**src/rtl/manchester_rx.sv**
```systemverilog
// ---------------------------------------------------------------------------
// manchester_rx
//
// Purpose:
//   Manchester frame receiver. Each line bit is two half-bits (~b then b), so
//   the mid-bit edge's new level is the bit value. A frame is the preamble
//   1,0,1,0 followed by COUNTER_LENGTH payload bits, MSB first. The idle line
//   is a stream of 0 bits. Mid-bit edges are told apart from bit-boundary
//   edges by the time since the last accepted edge.
//
// Parameters:
//   COUNTER_LENGTH  payload bits per frame (>= 2)
//   HALF_BIT        clk cycles per half-bit (even, >= 4)
//
// Ports:
//   clk         in   single clock, rising edge
//   rst_n       in   asynchronous active-low reset
//   ena         in   block enable; low forces HUNT and abandons any frame
//   din         in   serial line, asynchronous to clk
//   data_out    out  last received payload (held until the next good frame)
//   data_valid  out  one-cycle pulse when data_out updates
//   frame_err   out  one-cycle pulse on preamble mismatch or timeout
//   locked      out  high while not in HUNT
//   err_count   out  saturating count of frame_err pulses
//
// Configuration:
//   MANCHESTER_RX_ERRCNT_EN  defined   -> err_count counts frame_err, stops at 255
//                            undefined -> err_count tied to 0
// ---------------------------------------------------------------------------
module manchester_rx #(
    parameter int COUNTER_LENGTH = 20,
    parameter int HALF_BIT       = 4
) (
    input  logic                      clk,
    input  logic                      rst_n,
    input  logic                      ena,
    input  logic                      din,
    output logic [COUNTER_LENGTH-1:0] data_out,
    output logic                      data_valid,
    output logic                      frame_err,
    output logic                      locked,
    output logic [7:0]                err_count
);

    localparam int GAP_MAX = 3 * HALF_BIT;
    localparam int GAP_THR = (3 * HALF_BIT) / 2;
    localparam int GAP_W   = $clog2(GAP_MAX + 1);
    localparam int CNT_W   = $clog2(COUNTER_LENGTH + 4);

    typedef enum logic [1:0] {
        HUNT = 2'd0,
        PRE  = 2'd1,
        DATA = 2'd2
    } state_t;

    state_t                    state_q, state_d;
    logic                      sync1_q, sync2_q, hist_q;
    logic [GAP_W-1:0]          gap_q, gap_d;
    logic [CNT_W-1:0]          bit_cnt_q, bit_cnt_d;
    logic [COUNTER_LENGTH-1:0] shift_q, shift_d;
    logic [COUNTER_LENGTH-1:0] data_out_q, data_out_d;
    logic                      data_valid_q, data_valid_d;
    logic                      frame_err_q, frame_err_d;

    logic line_edge_w;
    logic level_w;
    logic gap_long_w;
    logic gap_sat_w;
    logic accept_w;
    logic pre_match_w;
    logic pre_done_w;
    logic data_last_w;

    // Two-flop synchronizer plus a history flop for edge detection.
    always_ff @(posedge clk or negedge rst_n) begin
        if (!rst_n) begin
            sync1_q <= 1'b0;
            sync2_q <= 1'b0;
            hist_q  <= 1'b0;
        end else begin
            sync1_q <= din;
            sync2_q <= sync1_q;
            hist_q  <= sync2_q;
        end
    end

    assign line_edge_w = sync2_q ^ hist_q;
    assign level_w     = sync2_q;
    // 1.5 half-bits since the last accepted edge separates a mid-bit edge
    // (one full bit away) from a boundary edge (one half-bit away).
    assign gap_long_w  = (gap_q >= GAP_W'(GAP_THR));
    assign gap_sat_w   = (gap_q == GAP_W'(GAP_MAX));
    assign accept_w    = line_edge_w && gap_long_w;
    // Preamble tail expected as 0,1,0 for bit_cnt 0,1,2: the LSB of the index.
    assign pre_match_w = (level_w == bit_cnt_q[0]);
    assign pre_done_w  = (bit_cnt_q == CNT_W'(2));
    assign data_last_w = (bit_cnt_q == CNT_W'(COUNTER_LENGTH - 1));

    // FSM state register
    always_ff @(posedge clk or negedge rst_n) begin
        if (!rst_n) begin
            state_q <= HUNT;
        end else begin
            state_q <= state_d;
        end
    end

    // FSM next-state logic
    always_comb begin
        state_d = state_q;
        if (!ena) begin
            state_d = HUNT;
        end else begin
            case (state_q)
                HUNT: begin
                    if (accept_w && level_w) begin
                        state_d = PRE;
                    end
                end
                PRE: begin
                    if (accept_w) begin
                        if (!pre_match_w) begin
                            state_d = HUNT;
                        end else if (pre_done_w) begin
                            state_d = DATA;
                        end
                    end else if (gap_sat_w) begin
                        state_d = HUNT;
                    end
                end
                DATA: begin
                    if (accept_w) begin
                        if (data_last_w) begin
                            state_d = HUNT;
                        end
                    end else if (gap_sat_w) begin
                        state_d = HUNT;
                    end
                end
                default: state_d = HUNT;
            endcase
        end
    end

    // FSM output / datapath next-state logic
    always_comb begin
        gap_d        = gap_sat_w ? gap_q : gap_q + GAP_W'(1);
        bit_cnt_d    = bit_cnt_q;
        shift_d      = shift_q;
        data_out_d   = data_out_q;
        data_valid_d = 1'b0;
        frame_err_d  = 1'b0;
        if (!ena) begin
            gap_d     = '0;
            bit_cnt_d = '0;
        end else begin
            case (state_q)
                HUNT: begin
                    // Any edge restarts the gap measurement while hunting.
                    if (line_edge_w) begin
                        gap_d = '0;
                    end
                    bit_cnt_d = '0;
                end
                PRE: begin
                    if (accept_w) begin
                        gap_d = '0;
                        if (!pre_match_w) begin
                            frame_err_d = 1'b1;
                            bit_cnt_d   = '0;
                        end else if (pre_done_w) begin
                            bit_cnt_d = '0;
                        end else begin
                            bit_cnt_d = bit_cnt_q + CNT_W'(1);
                        end
                    end else if (gap_sat_w) begin
                        frame_err_d = 1'b1;
                        bit_cnt_d   = '0;
                    end
                end
                DATA: begin
                    if (accept_w) begin
                        gap_d   = '0;
                        shift_d = {shift_q[COUNTER_LENGTH-2:0], level_w};
                        if (data_last_w) begin
                            data_out_d   = {shift_q[COUNTER_LENGTH-2:0], level_w};
                            data_valid_d = 1'b1;
                            bit_cnt_d    = '0;
                        end else begin
                            bit_cnt_d = bit_cnt_q + CNT_W'(1);
                        end
                    end else if (gap_sat_w) begin
                        frame_err_d = 1'b1;
                        bit_cnt_d   = '0;
                    end
                end
                default: begin
                    bit_cnt_d = '0;
                end
            endcase
        end
    end

    // Datapath registers
    always_ff @(posedge clk or negedge rst_n) begin
        if (!rst_n) begin
            gap_q        <= '0;
            bit_cnt_q    <= '0;
            shift_q      <= '0;
            data_out_q   <= '0;
            data_valid_q <= 1'b0;
            frame_err_q  <= 1'b0;
        end else begin
            gap_q        <= gap_d;
            bit_cnt_q    <= bit_cnt_d;
            shift_q      <= shift_d;
            data_out_q   <= data_out_d;
            data_valid_q <= data_valid_d;
            frame_err_q  <= frame_err_d;
        end
    end

    assign data_out   = data_out_q;
    assign data_valid = data_valid_q;
    assign frame_err  = frame_err_q;
    assign locked     = (state_q != HUNT);

`ifdef MANCHESTER_RX_ERRCNT_EN
    logic [7:0] err_cnt_q;

    // Counts on the same edge that raises frame_err; sticks at 255.
    always_ff @(posedge clk or negedge rst_n) begin
        if (!rst_n) begin
            err_cnt_q <= 8'd0;
        end else if (frame_err_d && (err_cnt_q != 8'hFF)) begin
            err_cnt_q <= err_cnt_q + 8'd1;
        end
    end

    assign err_count = err_cnt_q;
`else
    assign err_count = 8'd0;
`endif

endmodule

```
**config.mk**
```make
export PLATFORM = sky130hd
export DESIGN_NAME = manchester_rx
export DESIGN_NICKNAME = d
export VERILOG_FILES = /design/src/rtl/manchester_rx.sv
export SDC_FILE = /design/constraint.sdc
export NUM_CORES = 1
export LEC_CHECK = 0
export ABC_CLOCK_PERIOD_IN_PS = 2300
export BUFFER_PORTS_ARGS = -buffer_cell sky130_fd_sc_hd__buf_2
export CAP_MARGIN = 0
export CELL_PAD_IN_SITES_DETAIL_PLACEMENT = 1
export CELL_PAD_IN_SITES_GLOBAL_PLACEMENT = 1
export CORE_AREA = 2 2 80 82
export DETAILED_ROUTE_END_ITERATION = 12
export DIE_AREA = 0 0 82 84
export PLACE_DENSITY_LB_ADDON = 0.12
export SETUP_SLACK_MARGIN = 0.4
export SYNTH_ARGS = -nofsm -noshare
export SYNTH_HDL_FRONTEND = slang
export SYNTH_SLANG_ARGS = --single-unit
```
**constraint.sdc**
```tcl
create_clock -name clk -period 2.3 [get_ports clk]
set_input_delay 0.46 -clock clk [delete_from_list [all_inputs] [get_ports clk]]
set_output_delay 0.46 -clock clk [all_outputs]
set_load 0.005 [all_outputs]
```
=== After elaboration in Yosys (flattened, before gate mapping) ===
Cells that the tools add are included.

* Bits in read-only memories: 0
* Memories kept: 0
* Output and inout bits: 31
* Latch bits: 0
* RAM bits: 0
* Bits in registers: 55

* Magnitude comparators: 1
* Multipliers: 0
* Bitwise logic cells: 1
* Reduce and logical (&&, ||, !) cells: 8
* Mux-type cells: 32
* Shift-type cells: 0
* Eq/ne operators: 9
* Add/sub/neg operators: 2
* Div/mod/pow operators: 0

{| class="wikitable"
|+ Operators with widths
! kind !! count
|-
| $mux 5 || 7
|-
| $mux 2 || 8
|-
| $mux 4 || 4
|-
| $pmux 5 s2 || 1
|-
| $mux 1 || 9
|-
| $pmux 4 s2 || 1
|-
| $pmux 2 s3 || 1
|-
| $reduce_and 3->1 || 2
|-
| $add 5x1->5 const B || 1
|-
| $eq 5x2->1 const B || 1
|-
| $eq 5x5->1 const B || 1
|-
| $ne 5x5->1 const B || 1
|-
| $add 4x1->4 const B || 1
|-
| $eq 4x4->1 const B || 1
|-
| $ge 4x3->1 const B || 1
|-
| $ne 4x4->1 const B || 1
|-
| $reduce_and 4->1 || 1
|-
| $ne 3x3->1 const B || 1
|-
| $eq 2x1->1 const B || 1
|-
| $eq 2x2->1 const B || 1
|-
| $logic_and 1x1->1 || 2
|-
| $logic_not 2->1 || 1
|-
| $pmux 1 s2 || 1
|-
| $reduce_bool 2->1 || 1
|-
| other kinds (3) || 3
|}

=== Logic depth before layout (Yosys ltp) ===
Gate-level depths: netlist of the first run.

* Depth after elaboration: 6
* Gate-level depth with buffers: 8
* Depth with buffers taken out: 7

=== Worst setup path after synthesis of the first run ===
OpenSTA, ideal clock, no wires.

* Path kind: reg-to-reg
* Start point: reg bit_cnt_q[0]
* End point: reg state_q[0]
* Data arrival time: 1803 ps
* Setup time: 126 ps
* Path buffers: 0
* Path slack: 371 ps
* Required time: 2174 ps
* Cell stages (with the launch flop): 8
* Cells stage by stage: dfrtp_1 -> inv_1 -> ha_1 -> or4b_4 -> a32o_2 -> nand3_2 -> nand2_2 -> a221o_1

* Longest elaborated chain between the ends: 5
* Elaborated cells between the ends (all ways): 10

{| class="wikitable"
|+ RTL lines
! what !! RTL line !! RTL
|-
| from (decl) || 59 || <nowiki>logic [CNT_W-1:0] bit_cnt_q, bit_cnt_d;</nowiki>
|-
| from (signal assigned) || 215 || <nowiki>bit_cnt_q <= bit_cnt_d;</nowiki>
|-
| $eq 1x1->1 || 95 || <nowiki>assign pre_match_w = (level_w == bit_cnt_q[0]);</nowiki>
|-
| $mux 2 || 122 || <nowiki>if (!pre_match_w) begin</nowiki>
|-
| $mux 2 || 121 || <nowiki>if (accept_w) begin</nowiki>
|-
| $pmux 2 s3 || 114 || <nowiki>case (state_q)</nowiki>
|-
| $mux 2 || 111 || <nowiki>if (!ena) begin</nowiki>
|-
| to (signal assigned) || 104 || <nowiki>state_q <= state_d;</nowiki>
|-
| to (decl) || 56 || <nowiki>state_t state_q, state_d;</nowiki>
|}

Several ways; a longest one is shown, not always the timed one.
A chain may end at the register's enable or synchronous reset.

=== Final worst setup path of the first run ===
Ends and elaborated chain as after synthesis.

==> results.toml, run 1 <==
[floorplan]
die_h_microns = 84
initial_core_util_pct = 41.5
ios = 35
die_x_microns = 82
die_area_sq_mm = 0.00689
std_cell_rows = 29
core-area_sq_mm = 0.00610

[power]
switchingPower_uw = 357
power_frac_comb_pct = 3.8
switching_share_pct = 22.8
p_leak_uw = 0.00156
ir_drop_mv = 0.259
powerDensity_mw_per_mm2 = 517
p_seq_share_pct = 62.4
clkPwrFrac_pct = 33.8
internal-power_uw = 1210

[logic_synthesis]
ys_top_cells_by_area = "dfrtp_1 54%, mux2_2 6.7%, mux2_1 6.2%, mux2_4 5.9%, ha_1 4.4%"
synthCells = 192
synthAdderAreaFrac_pct = 4.45
yosysTopAreaCell = "dfrtp_1"
synth_top_family_by_area = "multiplexers"
synth_top_cell_area_share_pct = 54.3
synth_area_sq_mm = 0.00253
synth-xor-area-share_pct = 2.08
synth-seq-cells = 55
syn-mean-instance-area_sq_um = 13.2
synth_compound_area_share_pct = 6.18
ys_seq_area_share_pct = 54.3
yosysWarnings = 0
muxShareOfSynthArea_pct = 19.6
synth-simple-area-share_pct = 8.00
ys_types = 39

[route]
drt_iter0_markers = 40
routed_wl_mm = 5.39
drtPass1Iterations = 4
wl_per_cell_microns = 17.2
vias = 1594
vias_per_cell = 5.08
route.detailed.drc = 0
antenna_left = 0

[critical_path]
path_delay_family = "simple AND/OR/NAND/NOR gates"
rr_endpoint = "state_q[0]"
regToRegSetupSlack_ps = 370
cp-start-kind = "register"
endpoint_kind = "register"
rr_worst_depth = 7
crit_arrival_ps = 2120
path_class = "reg2reg"
required_ps = 2500
critPathMaxStageDelay_ps = 460
cp_cell_sequence = "inv_2, ha_4, or4b_4, a32o_2, nand3_2, nand2_2, a221o_1"
path_buf_inv = 1
crit_fanout = 2
regToRegStartpoint = "bit_cnt_q[0]"
cp_slowest_cell = "or4b_4"

[grt]
grt_pass1_vias = 1768
grt_pass1_wl_mm = 8.84
grt.overflow.total = 0
grt_use_total_pct = 16.8
antenna_found_initial = 0
grt_max_degree = 33

[timing]
setup_tns_ps = 0
min_period_ps = 1930
slew_headroom_pct = 51.0
maxSlewViolCount = 0
final.period_utilization_pct = 83.8
setup_violations = 0
rsz0062_at_grt = "yes"
fin_skew_ps = 4.83
finalHoldViolations = 0
max_freq_mhz = 519
hold-worst-slack_ps = 208
worst_pin_slew_ps = 735

[cts]
root_buffer = "clkbuf_8"
clk_pin_slew_ps = 100
clock_latency_ps = 300
cts_sinks = 55
cts_hold_buf = 0
cts_max_level = 2
cts_tree = "done"
cts_buffers = 5
clk_path_buf_depth = 2

[placement]
place_congestion = 0.799
hpwl_mm = 3.60
port_buffers = 26

[run_status]
outcome = "complete, no violations"

[final_layout]
layout.nets = 249
syn_to_final_growth_pct = 19.6
drive_gt1_share_pct = 42.2
diodes = 0

[hold_path]
min_path_type = "in2async"

[job]
drv_cap = 0
==> Yosys cell counts <==
cell type,count
a32o_2,1
or4b_4,1
or2_2,1
mux2i_1,2
nand3_1,7
nand3_2,1
buf_4,11
a21oi_4,1
a221o_1,2
mux2_4,10
and3_2,2
and2_1,1
nor3_1,2
xnor2_1,5
inv_1,10
mux2_2,15
a21oi_1,3
a2bb2oi_1,1
nand2b_1,1
nand2_2,1
nand4bb_1,1
nor2_1,8
ha_1,9
a211oi_1,1
buf_6,1
conb_1,1
a211o_2,1
o21ai_2,1
dfrtp_1,55
o21ai_0,5
xor2_1,1
mux2_1,14
nor4_1,1
a32oi_1,1
and3_1,1
or3_1,1
a21o_1,1
a221oi_1,2
nand2_1,9
==> per-stage QoR <==
stage | area, sq um | power [uW] | utilization (%) | std cells | setup slack (ps)
floorplan | 2560 | 1030 | - | 199 | 406
global placement | 2740 | 1050 | 44.9 | 294 | 279
detailed placement | 2740 | 1050 | 44.9 | 294 | 221
CTS | 2950 | 1600 | 48.4 | 312 | 376
global route | 3030 | 1650 | 49.7 | 314 | 318
finish | 3030 | 1570 | 49.7 | 314 | 374
==> power groups by stage <==
stage                     registers, uW  clock network [uW]  logic, uW
after CTS                           977                 566       58.2
after global placement              996                   0       49.4
after global routing                978                 602       68.2
after detailed placement            997                   0       51.9
after floorplan                     995                   0       30.2
final                               977                 529       59.5
==> cell usage in the layout, fill, tap and decap left out, types with 2 or more instances in the layout <==
master	synthesis	final
a21oi_1	3	3
a221o_1	2	2
a221oi_2	0	2
and3_2	2	2
buf_2	0	26
buf_4	11	12
buf_6	1	2
clkbuf_8	0	5
conb_1	1	8
dfrtp_1	55	53
dfrtp_2	0	2
ha_1	9	7
inv_1	10	9
mux2_1	14	14
mux2_2	15	15
mux2_4	10	10
mux2i_1	2	2
nand2_1	9	7
nand2_2	1	3
nand3_1	7	6
nand3_2	1	2
nor2_1	8	6
nor3_1	2	2
o21ai_0	5	4
xnor2_1	5	4
==> kinds of logic (layout without fill, tap and decap cells) <==
group,Yosys count,in the layout
adder cells (fa/ha/maj),9,9
multiplexers,41,41
buffers and inverters,22,60
other,1,8
flip-flops,55,55
AO/OA/AOI/OAI,20,20
AND/OR/NAND/NOR,38,38
XOR/XNOR,6,6
==> timing repair <==
| item | CTS | global route |
|---|---|---|
| buffers inserted | 9 | 2 |
| setup endpoints to repair | 44 | 36 |
| gates cloned | 1 | 0 |
| gates resized for setup | 9 | 12 |
| pin swaps | 6 | 3 |
==> flip-flops by register name, summed over array words and instances, names as in the netlist <==
| name | count |
|---|---|
| data_valid | 1 |
| bit_cnt_q | 5 |
| gap_q | 4 |
| data_out | 20 |
| hist_q | 1 |
| shift_q | 19 |
| state_q | 2 |
| sync1_q | 1 |
| frame_err | 1 |
| level_w | 1 |
==> metal layers <==
| layer | wire length, microns | up-vias | track usage [%] |
|---|---|---|---|
| met1 | 2170 | 813 | 20.7 |
| met2 | 2970 | 27 | 28.2 |
| met3 | 175 | 8 | 3.35 |
| li1 | - | 746 | - |
| met4 | 77 | 0 | 7.42 |
| met5 | 0 | - | 0 |
==> cell type report <==
type / instances / area [sq um]
Timing Repair Buffer: 42 / 295
Multi-Input combinational cell: 122 / 1130
Inverter: 10 / 37.5
Sequential cell: 55 / 1380
Fill cell: 646 / 3070
Clock inverter: 2 / 16.3
Clock buffer: 6 / 72.6
Tap cell: 77 / 96.3
==> worst max-delay path by stage <==
stage	startpoint	end	slack, ps	cells after the start
after floorplan	bit_cnt_q[0]	state_q[0]	410	7
after global placement	bit_cnt_q[0]	state_q[0]	280	7
after detailed placement	bit_cnt_q[0]	state_q[0]	220	7
after CTS	bit_cnt_q[0]	state_q[0]	380	7
after global routing	bit_cnt_q[0]	state_q[0]	320	7
final	bit_cnt_q[0]	state_q[0]	370	7
No activity file was read; power rests on OpenSTA's default activity.
==> inputs of run 2 (changes only) <==
--- a/config.mk
+++ b/config.mk
@@ -5,14 +5,15 @@
 export SDC_FILE = /design/constraint.sdc
 export NUM_CORES = 1
 export LEC_CHECK = 0
-export ABC_CLOCK_PERIOD_IN_PS = 2300
+export ABC_AREA = 1
+export ABC_CLOCK_PERIOD_IN_PS = 1550
 export BUFFER_PORTS_ARGS = -buffer_cell sky130_fd_sc_hd__buf_2
 export CAP_MARGIN = 0
 export CELL_PAD_IN_SITES_DETAIL_PLACEMENT = 1
 export CELL_PAD_IN_SITES_GLOBAL_PLACEMENT = 1
-export CORE_AREA = 2 2 80 82
+export CORE_AREA = 2 2 87 89
 export DETAILED_ROUTE_END_ITERATION = 12
-export DIE_AREA = 0 0 82 84
+export DIE_AREA = 0 0 89 91
 export PLACE_DENSITY_LB_ADDON = 0.12
 export SETUP_SLACK_MARGIN = 0.4
 export SYNTH_ARGS = -nofsm -noshare
==> constraint.sdc (replaced) <==
create_clock -name clk -period 1.55 [get_ports clk]
set_input_delay 0.31 -clock clk [delete_from_list [all_inputs] [get_ports clk]]
set_output_delay 0.31 -clock clk [all_outputs]
set_load 0.005 [all_outputs]
==> run 2 against run 1 <==
Net effect: sequential cell count unchanged; design area up 22%; clock-buffer cell count unchanged; hold slack worse by 100 ps; non-clock buffer count up 33; worst setup slack worse by 370 ps; die area up 18%; utilization up 2.2 points; clock skew up 7.7 ps; sequential power up 53%; global-route usage up 1.3 points; critical path type unchanged.
==> results.toml, run 2 <==
[hold_path]
hold_depth = 1
min_path_type = "in2reg"
hp-start = "din"
whs_endpoint = "sync1_q"

[floorplan]
die_x_microns = 89
die_area_sq_mm = 0.00810
die_h_microns = 91
std_cell_rows = 31
core-area_sq_mm = 0.00714
ios = 35
initial_core_util_pct = 37.2

[placement]
hpwl_mm = 4.39
port_buffers = 26
place_congestion = 0.796
dp_cells = 462
pre_cts_slack_ps = -20.3

[critical_path]
cp_cell_sequence = "inv_2, ha_4, nand2_4, nand3_4, nand2_4, nor2_4, nand2_4, buf_4, buf_16, nand2_1, nand2_1"
cp_slowest_cell = "dfrtp_1"
path_buf_inv = 3
crit_fanout = 7
critPathMaxStageDelay_ps = 390
path_common_cell = "nand2_4"
cp-start-kind = "register"
regToRegStartpoint = "gap_q[0]"
crit_arrival_ps = 1740
path_delay_family = "simple AND/OR/NAND/NOR gates"
rr_endpoint = "shift_q[3]"
endpoint_kind = "register"
rr_worst_depth = 11
required_ps = 1740
path_class = "reg2reg"
regToRegSetupSlack_ps = 4

[timing]
final.period_utilization_pct = 99.8
max_freq_mhz = 647
maxSlewViolCount = 0
setup_violations = 0
rsz0062_at_grt = "yes"
setup_tns_ps = 0
setup_ws_ps = 3.77
fin_skew_ps = 12.5
min_period_ps = 1550
finalHoldViolations = 0

[logic_synthesis]
synth_top_family_by_area = "simple AND/OR/NAND/NOR gates"
synth-simple-area-share_pct = 26.0
synthCells = 322
yosysTopAreaCell = "dfrtp_1"
async_flop_share_pct = 100
synth_area_sq_mm = 0.00266
synthAdderAreaFrac_pct = 4.24
synth_top_cell_area_share_pct = 51.8
ys_types = 24
synth_edf_count = 0
synth_compound_area_share_pct = 8.01
synth_top_flop_cell = "dfrtp_1"
ys_seq_area_share_pct = 51.8
synth-seq-cells = 55
ys_top_cells_by_area = "dfrtp_1 52%, nand2_1 18%, nand3_1 4.9%, o21ai_1 4.3%, ha_1 4.2%"
syn-mean-instance-area_sq_um = 8.25
synth-xor-area-share_pct = 1.65
yosysWarnings = 0
yosys-top-cells-count = "125 x nand2_1, 55 x dfrtp_1, 26 x nand3_1"
yosys.cell_count.top_type = "nand2_1"
muxShareOfSynthArea_pct = 0

[route]
vias = 2297
drt_iter0_markers = 70
wl_per_cell_microns = 14.4
route.detailed.drc = 0
routed_wl_mm = 7.07
drtPass1Iterations = 4
antenna_left = 0
vias_per_cell = 4.69

[final_layout]
mostFrequentLayoutCells = "107 x nand2_1, 51 x dfrtp_1, 32 x buf_4"
instances_no_fill = 490
final_core_util_pct = 51.8
drive_gt1_share_pct = 38.4
diodes = 0
largest_reg_flops = 20
syn_to_final_growth_pct = 39.2
layout.nets = 403
mostFrequentLayoutCell = "nand2_1"

[grt]
grt_pass1_vias = 2399
use_met1_pct = 21.8
grt_use_total_pct = 18.2
antenna_found_initial = 0
grt.busiest_layer = "met2"
use_met2_pct = 33.7
grt_util_met3_pct = 2.45
grt.overflow.total = 0
grt_max_degree = 56
grt_pass1_wl_mm = 11.6

[power]
power_frac_comb_pct = 18.2
powerDensity_mw_per_mm2 = 770
p_seq_share_pct = 52.3
ir_drop_mv = 0.369
clkPwrFrac_pct = 29.5
switching_share_pct = 28.1
internal-power_uw = 2050
switchingPower_uw = 800
total_power_uw = 2850
p_leak_uw = 0.00202

[job]
drv_cap = 0

[cts]
clk_path_buf_depth = 2
clock_latency_ps = 300
root_buffer = "clkbuf_8"
cts_sinks = 55
cts_max_level = 2
clk_pin_slew_ps = 100
cts_tree = "done"
cts_buffers = 5

[run_status]
outcome = "complete, no violations"
-- run 2: cell count changes in the layout (fill, tap and decap cells not counted), moves of 6 or more --
cell,previous run,this run
a21oi_2,0,9
buf_4,12,32
buf_6,2,9
mux2_1,14,0
mux2_2,15,0
mux2_4,10,0
nand2_1,7,107
nand2_2,3,13
nand2_4,0,7
nand3_1,6,21
o21ai_1,1,21
o21ai_2,1,7
-- run 2: power by group through the flow --
stage / Clock [uW] / Sequential [uW] / Combinational (uW)
floorplan: 0 / 1510 / 196
detailed placement: 0 / 1510 / 342
finish: 840 / 1490 / 518
global placement: 0 / 1510 / 339
CTS: 893 / 1490 / 466
global route: 956 / 1490 / 571
-- run 2: area by class of cell --
cell class | instances | area [sq um]
Clock buffer | 6 | 82.6
Multi-Input combinational cell | 231 | 1370
Sequential cell | 55 | 1380
Timing Repair Buffer | 75 | 639
Inverter | 22 | 90.1
Fill cell | 876 | 3440
Tap cell | 99 | 124
Clock inverter | 2 | 16.3
-- run 2: per-layer routing --
layer,vias up,routed length (microns)
met5,-,0
met4,0,61
met3,4,84
met2,21,3930
met1,1132,3000
li1,1140,-
-- run 2: metrics by stage --
stage / cell area (sq um) / hold WS, ps
2_1_floorplan: 2710 / 14.4
3_3_place_gp: 3070 / 336
3_5_place_dp: 3070 / 335
4_1_cts: 3490 / 93.4
5_1_grt: 3700 / 86.9
6_report: 3700 / 107
-- run 2: cell families after synthesis --
group	after synthesis
other	1
flip-flops	55
buffers and inverters	43
AND/OR/NAND/NOR	167
adder cells (fa/ha/maj)	9
XOR/XNOR	5
AO/OA/AOI/OAI	42
-- run 2: worst max path at each step --
stage | startpoint | end | slack (ps) | cells after the start
after floorplan | gap_q[0] | data_out[0] | 120 | 10
after global placement | bit_cnt_q[0] | state_q[0] | -3 | 8
after detailed placement | gap_q[0] | data_out[0] | -20 | 10
after CTS | gap_q[0] | data_out[9] | 40 | 10
after global routing | gap_q[0] | data_out[18] | -100 | 11
final | gap_q[0] | shift_q[3] | 4 | 11
-- run 2: worst register-to-register path, cell delays in order (launching register included) --
cell and delay, ps:
dfrtp_1 390, inv_2 80, ha_4 130, nand2_4 50, nand3_4 80, nand2_4 60
nor2_4 150, nand2_4 100, buf_4 160, buf_16 130, nand2_1 50, nand2_1 50
-- run 2: timing repair --
action                                  in CTS  in global routing
hold endpoints to repair                    31                  0
setup buffers                               10                  7
hold buffers                                 1                  0
pin swaps                                   12                 18
gates cloned                                 1                  1
endpoints found under the setup margin      61                 73
gates resized for setup                     57                 41
==> inputs of run 3 (changes only) <==
--- a/config.mk
+++ b/config.mk
@@ -6,14 +6,14 @@
 export NUM_CORES = 1
 export LEC_CHECK = 0
 export ABC_AREA = 1
-export ABC_CLOCK_PERIOD_IN_PS = 1550
+export ABC_CLOCK_PERIOD_IN_PS = 1500
 export BUFFER_PORTS_ARGS = -buffer_cell sky130_fd_sc_hd__buf_2
 export CAP_MARGIN = 0
 export CELL_PAD_IN_SITES_DETAIL_PLACEMENT = 1
 export CELL_PAD_IN_SITES_GLOBAL_PLACEMENT = 1
-export CORE_AREA = 2 2 87 89
+export CORE_AREA = 2 2 83 85
 export DETAILED_ROUTE_END_ITERATION = 12
-export DIE_AREA = 0 0 89 91
+export DIE_AREA = 0 0 85 87
 export PLACE_DENSITY_LB_ADDON = 0.12
 export SETUP_SLACK_MARGIN = 0.4
 export SYNTH_ARGS = -nofsm -noshare
==> constraint.sdc (replaced) <==
create_clock -name clk -period 1.5 [get_ports clk]
set_input_delay 0.3 -clock clk [delete_from_list [all_inputs] [get_ports clk]]
set_output_delay 0.3 -clock clk [all_outputs]
set_load 0.1 [all_outputs]
==> run 3 against run 2 <==
Net effect: the flow now finishes with violations (negative setup slack); critical path depth unchanged; hold slack worse by 20 ps; global-route usage grew 3.6 points; sequential power grew 3%; largest power group unchanged; sequential cell count stayed put; fmax fell by 5.0%; sequential share of layout area decreased by 3.6 points; via count rose by 7.2%; critical endpoint is now shift_q[6]; utilization increased by 12 points; worst setup slack worse by 130 ps; non-clock buffer count up 8.
==> results.toml, run 3 (synthesis results as in run 2) <==
[final_layout]
instances_no_fill = 479
syn_to_final_growth_pct = 56.9
mostFrequentLayoutCell = "nand2_1"
mostFrequentLayoutCells = "103 x nand2_1, 32 x buf_4, 30 x dfrtp_1"
fillers = 713
layout.nets = 411
multi_input_area_sq_mm = 0.00140
diodes = 0
drive_gt1_share_pct = 48.9
ff_latch_area_sq_mm = 0.00141
largest_reg_flops = 20

[critical_path]
cp-start-kind = "register"
regToRegStartpoint = "gap_q[0]"
crit_start = "gap_q[0]"
rr_endpoint = "shift_q[6]"
crit_fanout = 7
path_class = "reg2reg"
rr_worst_depth = 11
cp_cell_sequence = "inv_2, ha_4, nand2_4, nand3_4, nand2_4, nor2_4, buf_6, buf_8, buf_12, nand3_1, nand2_1"
path_common_cell = "nand2_4"
crit_arrival_ps = 1880
cp_slowest_cell = "dfrtp_1"
required_ps = 1750
regToRegSetupSlack_ps = -130
critPathMaxStageDelay_ps = 400
endpoint_kind = "register"

[hold_path]
hold_depth = 1
whs_endpoint = "sync1_q"
min_path_type = "in2reg"
hp-start = "din"

[route]
vias_per_cell = 5.14
antenna_left = 0
drtPass1Iterations = 5
wl_met1_mm = 3.57
drt_iter0_markers = 132
routed_wl_mm = 8.51
vias = 2463
dr.max_layer_used = "met4"
met2WireLength_mm = 4.59
wl_per_cell_microns = 17.8
wl_met3_microns = 225
route.detailed.drc = 0

[timing]
setup_violations = 46
setup_ws_ps = -128
rsz0062_at_grt = "yes"
max_freq_mhz = 614
final.period_utilization_pct = 109
min_period_ps = 1630
finalHoldViolations = 0
fin_skew_ps = 8.66
maxSlewViolCount = 0

[cts]
clk_pin_slew_ps = 110
root_buffer = "clkbuf_8"
cts_buffers = 5
clk_path_buf_depth = 2
cts_tree = "done"
clock_latency_ps = 310
cts_max_level = 2
cts_sinks = 55

[floorplan]
initial_core_util_pct = 40.4
core-area_sq_mm = 0.00657
die_area_sq_mm = 0.00740
die_h_microns = 87
die_x_microns = 85
std_cell_rows = 30
ios = 35

[grt]
antenna_found_initial = 0
grt_use_total_pct = 21.8
grt_max_degree = 33
grt_pass1_wl_mm = 12.8
grt.overflow.total = 0
grt_pass1_vias = 2642

[placement]
hpwl_mm = 4.72
dp_cells = 450
place_congestion = 0.810
port_buffers = 26

[power]
total_power_uw = 3140
p_leak_uw = 0.00206
powerDensity_mw_per_mm2 = 754
ir_drop_mv = 0.587

[run_status]
violations = "negative setup slack"
outcome = "finished with violations"

[job]
drv_cap = 0
[run 3: cell count changes in the layout (fill, tap and decap cells not counted), moves of 12 or more]
cell / before / now
dfrtp_2: 4 / 25
nand3_2: 4 / 16
buf_2: 25 / 3
buf_12: 4 / 28
nand3_1: 21 / 9
dfrtp_1: 51 / 30
[run 3: metal layers]
metal  track usage, %  vias to the layer above
li1                 -                     1152
met1             27.2                     1248
met2             39.4                       50
met3             3.13                       13
met4             5.92                        0
met5                0                        -
[run 3: timing repair]
item	CTS	global route
endpoints found under the setup margin	75	75
pin swaps	11	23
gates cloned	1	2
hold endpoints to repair	10	0
gates resized for setup	151	42
hold buffers	1	0
setup buffers	9	8
[run 3: layout make-up]
| class | count | share of cell area (%) |
|---|---|---|
| inverter | 22 | 2.31 |
| multi-input combinational | 231 | 33.7 |
| clock buffer | 6 | 1.74 |
| clock inverter | 2 | 0.390 |
| tap | 80 | 2.40 |
| sequential | 55 | 33.8 |
| timing repair buffer | 83 | 25.7 |
[run 3: worst max path at each step]
stage               cells past startpoint  slack [ps]            to
floorplan                               6          60    state_q[0]
global placement                       11           5   data_out[3]
detailed placement                     11         -80   data_out[0]
CTS                                     4         -60        locked
global route                           10        -230  data_out[14]
finish                                 11        -130    shift_q[6]
[run 3: worst max-delay path, delay by kind of cell, from the launching register on]
| family | cells | cell delay, ps |
|---|---|---|
| simple gates | 6 | 560 |
| buf+inv | 4 | 480 |
| flops | 1 | 400 |
| fa+ha+maj | 1 | 130 |
[run 3: power by group]
part	internal [uW]	total, uW	switching [uW]
Sequential	1510	1540	26.5
Combinational	286	756	471
Clock	337	849	512
Total	2130	3140	1010
[run 3: metrics by stage]
| step | TNS (ps) | utilization, % | hold WS [ps] | setup WS, ps | instance area [sq um] |
|---|---|---|---|---|---|
| floorplan | 0 | - | 4.41 | 56.8 | 2770 |
| global placement | 0 | 48.6 | 212 | 4.65 | 3200 |
| detailed placement | -1310 | 48.6 | 208 | -80.3 | 3200 |
| CTS | -806 | 59.3 | 81.2 | -63.0 | 3890 |
| global route | -7950 | 63.4 | 71.0 | -230 | 4170 |
| finish | -3640 | 63.4 | 86.8 | -128 | 4170 |
